--- config.mk ---
export PLATFORM = sky130hd
export DESIGN_NAME = regfile_access_arbiter
export DESIGN_NICKNAME = d
export VERILOG_FILES = /design/src/rtl/cgra_rf_pkg.sv /design/src/rtl/rr_picker.sv /design/src/rtl/regfile_access_arbiter.sv
export SDC_FILE = /design/constraint.sdc
export NUM_CORES = 1
export LEC_CHECK = 0
export ABC_CLOCK_PERIOD_IN_PS = 6900
export CAP_MARGIN = 20
export CORE_AREA = 3 3 150 152
export DETAILED_ROUTE_END_ITERATION = 16
export DIE_AREA = 0 0 153 155
export SLEW_MARGIN = 10
export SYNTH_ARGS = -nofsm -noshare
export SYNTH_HDL_FRONTEND = slang
export SYNTH_SLANG_ARGS = --single-unit
--- constraint.sdc ---
create_clock -name CGRA_Clock -period 6.9 [get_ports CGRA_Clock]
set_clock_uncertainty 0.2 [all_clocks]
set_input_delay 1.38 -clock CGRA_Clock [delete_from_list [all_inputs] [get_ports CGRA_Clock]]
set_output_delay 1.38 -clock CGRA_Clock [all_outputs]
set_load 0.03 [all_outputs]
--- src/rtl/cgra_rf_pkg.sv ---
// Purpose : shared defaults and helpers for the CGRA register-file access arbiter.
// Latency : n/a (constants and a constant function only).
// Backpr. : n/a.
// Contents: default NREQ / log2regs / size, and owner_idx_w() which returns the
//           width needed to hold a requester index.
package cgra_rf_pkg;

    localparam int NREQ_DEF     = 4;
    localparam int LOG2REGS_DEF = 1;
    localparam int SIZE_DEF     = 32;

    // Width of a requester index. It is never below 1 bit, so a 2-requester
    // build still gets a real vector.
    function automatic int owner_idx_w(input int n);
        return (n <= 2) ? 1 : $clog2(n);
    endfunction

endpackage

--- src/rtl/rr_picker.sv ---
// Purpose : round-robin picker. It returns the first eligible requester at or after start_i, wrapping.
// Latency : combinational.
// Backpr. : none. Eligibility is req_i & mask_i and the caller owns any holding.
// Ports   : req_i   request vector        start_i  highest-priority index
//           mask_i  eligible requesters   gnt_o    one-hot winner
//           idx_o   winner index          any_o    a winner exists
module rr_picker #(
    parameter int N  = 4,
    parameter int IW = 2
) (
    input  logic [N-1:0]  req_i,
    input  logic [IW-1:0] start_i,
    input  logic [N-1:0]  mask_i,
    output logic [N-1:0]  gnt_o,
    output logic [IW-1:0] idx_o,
    output logic          any_o
);

    logic [N-1:0] eligible;

    assign eligible = req_i & mask_i;

    always_comb begin
        gnt_o = '0;
        idx_o = '0;
        any_o = 1'b0;
        // Walk N slots starting at start_i. The first hit wins.
        for (int k = 0; k < N; k++) begin
            if (!any_o && eligible[(int'(start_i) + k) % N]) begin
                any_o = 1'b1;
                gnt_o[(int'(start_i) + k) % N] = 1'b1;
                idx_o = IW'((int'(start_i) + k) % N);
            end
        end
    end

endmodule

--- src/rtl/regfile_access_arbiter.sv ---
// Purpose : round-robin sharing of one CGRA register file (1 write and 2 registered reads) among NREQ requesters.
// Latency : grants are combinational from the requests. Read data returns one cycle after the grant edge.
// Backpr. : a requester holds req, addr and data until its gnt bit is set. A requester that loses arbitration simply waits.
// Ports   : CGRA_Clock/CGRA_Reset (async, active-high) are the clock and reset.
//           wr_req/wr_addr/wr_data -> wr_gnt are the write side.
//           rd_req/rd_addr -> rd_gnt and rd_valid/rd_data are the read side.
//           rf_WE0/rf_address_in0/rf_in0 drive the write pins. rf_address_out0/1 drive the read addresses.
//           rf_out0/1 carry the registered read data.
// Config  : define RFARB_BYPASS_EN to forward write data to a read granted on the same edge to the same address.
module regfile_access_arbiter
    import cgra_rf_pkg::*;
#(
    parameter int NREQ     = NREQ_DEF,
    parameter int log2regs = LOG2REGS_DEF,
    parameter int size     = SIZE_DEF
) (
    input  logic                     CGRA_Clock,
    input  logic                     CGRA_Reset,
    input  logic [NREQ-1:0]          wr_req,
    input  logic [NREQ*log2regs-1:0] wr_addr,
    input  logic [NREQ*size-1:0]     wr_data,
    output logic [NREQ-1:0]          wr_gnt,
    input  logic [NREQ-1:0]          rd_req,
    input  logic [NREQ*log2regs-1:0] rd_addr,
    output logic [NREQ-1:0]          rd_gnt,
    output logic [NREQ-1:0]          rd_valid,
    output logic [NREQ*size-1:0]     rd_data,
    output logic                     rf_WE0,
    output logic [log2regs-1:0]      rf_address_in0,
    output logic [size-1:0]          rf_in0,
    output logic [log2regs-1:0]      rf_address_out0,
    output logic [log2regs-1:0]      rf_address_out1,
    input  logic [size-1:0]          rf_out0,
    input  logic [size-1:0]          rf_out1
);

    localparam int IW = owner_idx_w(NREQ);

    function automatic logic [IW-1:0] inc_wrap(input logic [IW-1:0] i);
        return (int'(i) == NREQ - 1) ? '0 : i + IW'(1);
    endfunction

    logic [IW-1:0]   wptr_q, wptr_d;
    logic [IW-1:0]   rptr_q, rptr_d;
    logic [IW-1:0]   own0_q, own0_d, own1_q, own1_d;
    logic            v0_q, v0_d, v1_q, v1_d;

    logic [NREQ-1:0] wr_pick_gnt, rd0_pick_gnt, rd1_pick_gnt;
    logic [IW-1:0]   wr_idx, rd0_idx, rd1_idx, rd1_start;
    logic            wr_pick_any, rd0_pick_any, rd1_pick_any;
    logic            wr_any, rd0_any, rd1_any;
    logic [size-1:0] port0_dat, port1_dat;

    rr_picker #(.N(NREQ), .IW(IW)) u_wr_pick (
        .req_i   (wr_req),
        .start_i (wptr_q),
        .mask_i  ({NREQ{1'b1}}),
        .gnt_o   (wr_pick_gnt),
        .idx_o   (wr_idx),
        .any_o   (wr_pick_any)
    );

    rr_picker #(.N(NREQ), .IW(IW)) u_rd0_pick (
        .req_i   (rd_req),
        .start_i (rptr_q),
        .mask_i  ({NREQ{1'b1}}),
        .gnt_o   (rd0_pick_gnt),
        .idx_o   (rd0_idx),
        .any_o   (rd0_pick_any)
    );

    // The port-1 search starts just past the port-0 winner and excludes that winner.
    // With no port-0 winner, rd_req is all zero, so port 1 cannot win either.
    assign rd1_start = inc_wrap(rd0_idx);

    rr_picker #(.N(NREQ), .IW(IW)) u_rd1_pick (
        .req_i   (rd_req),
        .start_i (rd1_start),
        .mask_i  (~rd0_pick_gnt),
        .gnt_o   (rd1_pick_gnt),
        .idx_o   (rd1_idx),
        .any_o   (rd1_pick_any)
    );

    // Reset blocks every grant, so nothing is handed out while the pointers are being cleared.
    assign wr_any  = wr_pick_any  && !CGRA_Reset;
    assign rd0_any = rd0_pick_any && !CGRA_Reset;
    assign rd1_any = rd1_pick_any && !CGRA_Reset;
    assign wr_gnt  = CGRA_Reset ? '0 : wr_pick_gnt;
    assign rd_gnt  = CGRA_Reset ? '0 : (rd0_pick_gnt | rd1_pick_gnt);

    assign rf_WE0          = wr_any;
    assign rf_address_in0  = wr_any  ? wr_addr[int'(wr_idx)*log2regs +: log2regs] : '0;
    assign rf_in0          = wr_any  ? wr_data[int'(wr_idx)*size +: size]         : '0;
    assign rf_address_out0 = rd0_any ? rd_addr[int'(rd0_idx)*log2regs +: log2regs] : '0;
    assign rf_address_out1 = rd1_any ? rd_addr[int'(rd1_idx)*log2regs +: log2regs] : '0;

    always_comb begin
        wptr_d = wptr_q;
        if (wr_any) begin
            wptr_d = inc_wrap(wr_idx);
        end
        // The port-1 winner is later in round-robin order than the port-0 winner.
        // When port 1 is used, the pointer therefore moves past the port-1 winner.
        rptr_d = rptr_q;
        if (rd1_any) begin
            rptr_d = inc_wrap(rd1_idx);
        end else if (rd0_any) begin
            rptr_d = inc_wrap(rd0_idx);
        end
        own0_d = rd0_idx;
        own1_d = rd1_idx;
        v0_d   = rd0_any;
        v1_d   = rd1_any;
    end

    always_ff @(posedge CGRA_Clock or posedge CGRA_Reset) begin
        if (CGRA_Reset) begin
            wptr_q <= '0;
            rptr_q <= '0;
            own0_q <= '0;
            own1_q <= '0;
            v0_q   <= 1'b0;
            v1_q   <= 1'b0;
        end else begin
            wptr_q <= wptr_d;
            rptr_q <= rptr_d;
            own0_q <= own0_d;
            own1_q <= own1_d;
            v0_q   <= v0_d;
            v1_q   <= v1_d;
        end
    end

`ifdef RFARB_BYPASS_EN
    // The register file returns the pre-write value for a read issued on the same edge as a write.
    // To return the new value instead, the write data is captured here together with a per-port hit flag.
    logic            hit0_q, hit0_d, hit1_q, hit1_d;
    logic [size-1:0] byp_q, byp_d;

    assign hit0_d = wr_any && rd0_any && (rf_address_in0 == rf_address_out0);
    assign hit1_d = wr_any && rd1_any && (rf_address_in0 == rf_address_out1);
    assign byp_d  = rf_in0;

    always_ff @(posedge CGRA_Clock or posedge CGRA_Reset) begin
        if (CGRA_Reset) begin
            hit0_q <= 1'b0;
            hit1_q <= 1'b0;
            byp_q  <= '0;
        end else begin
            hit0_q <= hit0_d;
            hit1_q <= hit1_d;
            byp_q  <= byp_d;
        end
    end

    assign port0_dat = hit0_q ? byp_q : rf_out0;
    assign port1_dat = hit1_q ? byp_q : rf_out1;
`else
    assign port0_dat = rf_out0;
    assign port1_dat = rf_out1;
`endif

    // The two port owners are always different requesters, so at most one port matches each slice.
    always_comb begin
        rd_valid = '0;
        rd_data  = '0;
        for (int i = 0; i < NREQ; i++) begin
            if (v0_q && int'(own0_q) == i) begin
                rd_valid[i]              = 1'b1;
                rd_data[i*size +: size]  = port0_dat;
            end else if (v1_q && int'(own1_q) == i) begin
                rd_valid[i]              = 1'b1;
                rd_data[i*size +: size]  = port1_dat;
            end
        end
    end

endmodule

==> results of run 1 <==
through the flow:
| stage | std cells | total power [mW] | util |
|---|---|---|---|
| after floorplan | 552 | 2.95 | - |
| after global placement | 1182 | 4.44 | 0.399 |
| after detailed placement | 1182 | 4.46 | 0.399 |
| after CTS | 1186 | 4.59 | 0.403 |
| after global routing | 1193 | 4.93 | 0.406 |
| final | 1194 | 4.61 | 0.406 |
repair_timing:
item / 4_1_cts / 5_1_grt
resized for setup: 0 / 4
setup endpoints to repair: 0 / 3
setup buffers: 0 / 4
power breakdown:
| part | leakage (nW) | switching (mW) | internal [mW] | total (mW) |
|---|---|---|---|---|
| registers | 0.119 | 0.0555 | 0.0922 | 0.148 |
| logic | 3.17 | 2.53 | 1.81 | 4.35 |
| clock network | 0.0442 | 0.0251 | 0.0869 | 0.112 |
| total | 3.33 | 2.61 | 1.99 | 4.61 |
worst paths after layout:
check	to	slack [ns]	cells after the start
min in group asynchronous	wptr_q[1]	1.53	4
max in group asynchronous	v0_q	4.81	4
min reg2reg	wptr_q[1]	0.51	2
min	wptr_q[1]	0.51	2
max	rf_address_out1	0.17	14
max reg2reg	rptr_q[1]	2.09	15
state kept, by name, indices dropped and copies added (netlist names), named ones only:
signal,cells
own0_q,2
own1_q,2
rptr_q,2
v0_q,1
v1_q,1
wptr_q,1
per-layer routing:
metal | share of wire | routed length, microns | global-route usage | vias up
li1 | - | - | - | 2957
met1 | 0.39 | 9470 | 0.217 | 2867
met2 | 0.52 | 12700 | 0.352 | 299
met3 | 0.080 | 1960 | 0.0490 | 19
met4 | 0.018 | 445 | 0.0458 | 2
met5 | 0.00053 | 13 | 0 | -
critical path: stages:
cell	delay (ns)
clkdlybuf4s50_1	0.53
mux4_2	0.54
nor2b_1	0.15
o2111ai_1	0.25
nand2_1	0.12
ha_1	0.21
nand3b_1	0.30
mux2i_1	0.21
mux2_4	0.34
o21a_1	0.18
a211o_1	0.33
nand3b_1	0.18
o22ai_1	0.22
buf_4	0.21
cell families (layout without fill, tap and decap cells):
family	after synthesis	in the layout	share of synthesized area
AO/OA/AOI/OAI	282	282	0.529
AND/OR/NAND/NOR	126	126	0.154
buffers and inverters	64	427	0.0628
multiplexers	50	50	0.137
adder cells (fa/ha/maj)	18	18	0.0533
flip-flops	10	10	0.0592
XOR/XNOR	2	2	0.00415
other	0	4	0
cells in the final DEF (no fill, tap or decap), drive strengths merged, types with 3 or more instances in the layout:
| cell type | netlist | routed |
|---|---|---|
| buf | 12 | 46 |
| a22o | 128 | 128 |
| nor3b | 3 | 3 |
| nand3 | 3 | 3 |
| inv | 10 | 10 |
| dlymetal6s2s | 0 | 3 |
| a31oi | 4 | 4 |
| nor2 | 37 | 37 |
| ha | 18 | 18 |
| nor3 | 3 | 3 |
| o22ai | 4 | 4 |
| o211ai | 6 | 6 |
| a22oi | 16 | 16 |
| nand2b | 5 | 5 |
| o21ai | 12 | 12 |
| nor2b | 35 | 35 |
| clkdlybuf4s50 | 0 | 364 |
| and3 | 3 | 3 |
| nand2 | 29 | 29 |
| diode | 0 | 4 |
| mux2i | 43 | 43 |
| dfrtp | 10 | 10 |
| mux4 | 6 | 6 |
| a21boi | 3 | 3 |
| a21oi | 20 | 20 |
| clkbuf | 42 | 4 |
| a211oi | 69 | 69 |
layout make-up:
type | instances | area (sq um)
Antenna cell | 4 | 10.0
Clock buffer | 4 | 88.8
Fill cell | 2146 | 12600
Inverter | 10 | 37.5
Multi-Input combinational cell | 478 | 3760
Sequential cell | 10 | 250
Tap cell | 275 | 344
Timing Repair Buffer | 413 | 4090
Yosys cell counts (all sizes together) (4+ instances only):
| library cell | n | share of area |
|---|---|---|
| nand2b | 5 | 0.0074 |
| o22ai | 4 | 0.0059 |
| o21ai | 12 | 0.014 |
| ha | 18 | 0.053 |
| a211oi | 69 | 0.12 |
| nand2 | 29 | 0.026 |
| mux2i | 43 | 0.10 |
| nor2b | 35 | 0.052 |
| a22o | 128 | 0.27 |
| mux4 | 6 | 0.032 |
| clkbuf | 42 | 0.037 |
| a21oi | 20 | 0.025 |
| a22oi | 16 | 0.028 |
| a31oi | 4 | 0.0059 |
| nor2 | 37 | 0.033 |
| dfrtp | 10 | 0.059 |
| buf | 12 | 0.017 |
| inv | 10 | 0.0089 |
| o211ai | 6 | 0.014 |
==> results.json, run 1 <==
{
  "run_status": "finished, final reports clean",
  "clock_sink_count": 10,
  "worst_hold_launch": "wptr_q[1]",
  "postRouteAntennaNets": 0,
  "detailedPlace.worstSlack_ns": 0.140,
  "setup_viol": 0,
  "wire_length_of_the_first_global_routing_pass_microns": 36000,
  "finalSetupTns_ns": 0,
  "timing.final.max_slew_violations": 0,
  "netlist_area_sq_um": 4220,
  "synth_edf_count": 0,
  "final_critical_path_setup_slack_ns": 0.170,
  "ys.flop_type": "dfrtp_1",
  "globalRouteOverflowTotal": 0,
  "synth_area_per_cell_sq_um": 7.65,
  "critical_path.startpoint_type": "input pin",
  "grt_max_degree": 75,
  "synth.yosys.warnings": 0,
  "synth-seq-cells": 10,
  "finalHoldWorstSlack_ns": 0.514,
  "timing.rr.start": "rptr_q[1]",
  "worstPathMaxFanout": 7,
  "placed_area_sq_um": 8450,
  "vias": 6144,
  "min-delay-path-class": "flop to flop",
  "postSynthNetCount": 780,
  "design.final.nets": 1144,
  "async_flop_share": 1.00,
  "ctsRootBufferMaster": "clkbuf_16",
  "port_buffer_count": 385,
  "die_width_microns": 153,
  "fmax_ghz": 0.149,
  "final_layout_size_suffix_gt1_frac": 0.0842,
  "design.die.area_sq_um": 23700,
  "cts.hold.buffers_added": 0,
  "cts_max_level": 1,
  "grt_pass1_vias": 5964,
  "worst-slew-pin-transition_ns": 0.598,
  "drt_first_pass_iters": 5,
  "cts.reportedPaths.clkPinSlew_ns": 0.04,
  "latest_clock_arrival_within_the_worst_skew_pair_ns": 0.23,
  "synth_sequential_area_ratio": 0.0592,
  "cap_violations": 0,
  "pin_count": 386,
  "power_density_nw_per_um2": 537,
  "total_leakage_power_nw": 3.33,
  "flow.area_growth_from_synthesis_pct": 103,
  "required_time_at_the_worst_slack_endpoint_ns": 5.32,
  "cts_tree": "built",
  "die_h_microns": 155,
  "first_drt_iteration_drcs": 310,
  "report.final.hold_viol_count": 0,
  "max_slew_headroom_at_the_worst_pin": 0.600,
  "final_instance_area_sq_um": 8580,
  "drc": 0,
  "grt_antenna_before_repair": 4,
  "post-dp-hpwl_microns": 19900,
  "track_usage": 0.190,
  "core_area_sq_um": 21200,
  "initial_utilization": 0.200,
  "timing.critical_path.from": "rd_req[1]",
  "final.period_utilization": 0.975,
  "syn-instance-count": 552,
  "setup.worst_path.class": "input pin to output port",
  "routability_driven_placement_congestion_ratio": 0.877,
  "floorplan.rows": 53,
  "period_needed_ns": 6.73,
  "crit_arrival_ns": 5.15,
  "numCtsBuffers": 3,
  "worst_ir_drop_vdd_uv": 301,
  "cts.path.max_buffers": 2,
  "yosysUniqueCellTypes": 56,
  "detail_route.wirelength_microns": 24600,
  "routedWlPerCell_microns": 20.6,
  "detail_route.vias_per_cell": 5.15,
  "cp-end-kind": "output port"
}
(Power assumes the default switching activity.)
==> inputs of run 2 (changes only) <==
CTS_CLUSTER_DIAMETER = 60   (was default)
PLACE_DENSITY_LB_ADDON = 0.15   (was default)
==> run 2 against run 1 <==
Register-to-register slack got worse by 0.07 ns. Critical path depth unchanged. Cell count increased by 0.42%. Non-clock buffer count increased by 7. Sequential share of layout area about the same. Sequential cell count unchanged. Critical endpoint unchanged.
==> results.json, run 2 (synthesis results as in run 1) <==
{
  "design.die.area_sq_um": 23700,
  "dpl.cell_count": 1193,
  "setup_viol": 0,
  "initial_utilization": 0.200,
  "final_layout_size_suffix_gt1_frac": 0.0770,
  "flow.area_growth_from_synthesis_pct": 105,
  "register_area_sq_um": 250,
  "detailedPlace.worstSlack_ns": 0.143,
  "cts_max_level": 1,
  "worst_ir_drop_vdd_uv": 251,
  "multiInputGateArea_sq_um": 3770,
  "worst_path_max_delay_cell": "mux4_2",
  "crit_chain": "clkdlybuf4s50_1 > mux4_2 > nor2b_2 > o21ai_1 > nand2_1 > ha_1 > nand3b_1 > nand2b_1 > o32ai_1 > a21o_2 > a21boi_0 > a211oi_1 > o22ai_2 > buf_4",
  "run_status": "finished, final reports clean",
  "stdcell_count": 1199,
  "wire_length_of_the_first_global_routing_pass_microns": 34800,
  "ctsRootBufferMaster": "clkbuf_16",
  "finalHoldWorstSlack_ns": 0.495,
  "mostFrequentLayoutCell": "clkdlybuf4s50_1",
  "setup.worst_path.class": "input pin to output port",
  "top_regs": "own0_q (2), own1_q (2), rptr_q (2)",
  "worstPathMaxFanout": 9,
  "grt_max_degree": 51,
  "globalRouteOverflowTotal": 0,
  "port_buffer_count": 385,
  "power_density_nw_per_um2": 541,
  "crit_path_max_incr_delay_ns": 0.60,
  "first_drt_iteration_drcs": 233,
  "crit_arrival_ns": 5.12,
  "report.final.hold_viol_count": 0,
  "cts.reportedPaths.clkPinSlew_ns": 0.04,
  "design.final.nets": 1151,
  "final_instance_area_sq_um": 8640,
  "cts.path.max_buffers": 2,
  "critical_path.startpoint_type": "input pin",
  "vias": 6214,
  "grt_pass1_vias": 5947,
  "drc": 0,
  "die_h_microns": 155,
  "nFillCells": 2205,
  "min-delay-path-class": "flop to flop",
  "cts.hold.buffers_added": 0,
  "numCtsBuffers": 3,
  "detail_route.vias_per_cell": 5.18,
  "placed_area_sq_um": 8540,
  "routability_driven_placement_congestion_ratio": 0.837,
  "grt_antenna_before_repair": 2,
  "cap_violations": 0,
  "latest_clock_arrival_within_the_worst_skew_pair_ns": 0.23,
  "timing.rr.start": "rptr_q[1]",
  "drt_first_pass_iters": 4,
  "required_time_at_the_worst_slack_endpoint_ns": 5.32,
  "final_util": 0.408,
  "floorplan.rows": 53,
  "cts_tree": "built",
  "pin_count": 386,
  "post-dp-hpwl_microns": 19300,
  "core_area_sq_um": 21200,
  "period_needed_ns": 6.70,
  "fmax_ghz": 0.149,
  "worst_hold_launch": "wptr_q[1]",
  "track_usage": 0.180,
  "detail_route.wirelength_microns": 23600,
  "postRouteAntennaNets": 0,
  "final_critical_path_setup_slack_ns": 0.202,
  "max_slew_headroom_at_the_worst_pin": 0.579,
  "timing.critical_path.from": "rd_req[1]",
  "clock_sink_count": 10,
  "post-cts-setup-buffer-count": 0,
  "die_width_microns": 153,
  "total_leakage_power_nw": 3.32,
  "cp-end-kind": "output port",
  "worst-slew-pin-transition_ns": 0.632,
  "cts_resized": 0,
  "routedWlPerCell_microns": 19.7,
  "final.period_utilization": 0.971,
  "timing.final.max_slew_violations": 0,
  "leading_cell_types_in_the_layout_fill_and_taps_excluded": "379 x clkdlybuf4s50_1, 128 x a22o_1, 69 x a211oi_1"
}
-- run 2: path summary, 6_finish.rpt --
path	endpoint	slack [ns]	depth (start not counted)
min in group asynchronous	wptr_q[1]	1.51	4
max reg2reg	rptr_q[1]	2.02	15
max in group asynchronous	own0_q[0]	4.84	4
max	rf_address_out1	0.20	14
min	wptr_q[1]	0.49	2
min reg2reg	wptr_q[1]	0.49	2
-- run 2: metal layers --
| layer | global-route usage | vias to the layer above | part of all wire |
|---|---|---|---|
| li1 | - | 2983 | - |
| met1 | 0.194 | 2906 | 0.36 |
| met2 | 0.352 | 307 | 0.54 |
| met3 | 0.0465 | 18 | 0.084 |
| met4 | 0.0369 | 0 | 0.017 |
| met5 | 0 | - | 0 |
-- run 2: critical path: cells and delay by family --
kind / cells / cell delay [ns]
AOI/OAI and AO/OA: 6 / 1.33
adders and majority gates: 1 / 0.21
buffers and inverters: 2 / 0.73
muxes: 1 / 0.60
and+or+nand+nor: 4 / 0.86
-- run 2: final cells by class --
cell class / instances / share of cell area
Tap cell: 275 / 0.0398
Inverter: 10 / 0.00435
Timing Repair Buffer: 420 / 0.480
Antenna cell: 2 / 0.000579
Clock buffer: 4 / 0.0103
Multi-Input combinational cell: 478 / 0.436
Sequential cell: 10 / 0.0290
-- run 2: power by group --
part | leakage (nW) | total (mW) | switching [mW] | internal, mW
clock network | 0.0442 | 0.111 | 0.0237 | 0.0868
logic | 3.16 | 4.42 | 2.54 | 1.88
registers | 0.119 | 0.148 | 0.0562 | 0.0922
-- run 2: per-stage QoR --
step	power, mW	setup TNS (ns)
final	4.68	0
after global routing	5.01	-0.00676
after CTS	4.69	0
after detailed placement	4.56	0
after global placement	4.58	0
after floorplan	2.95	0
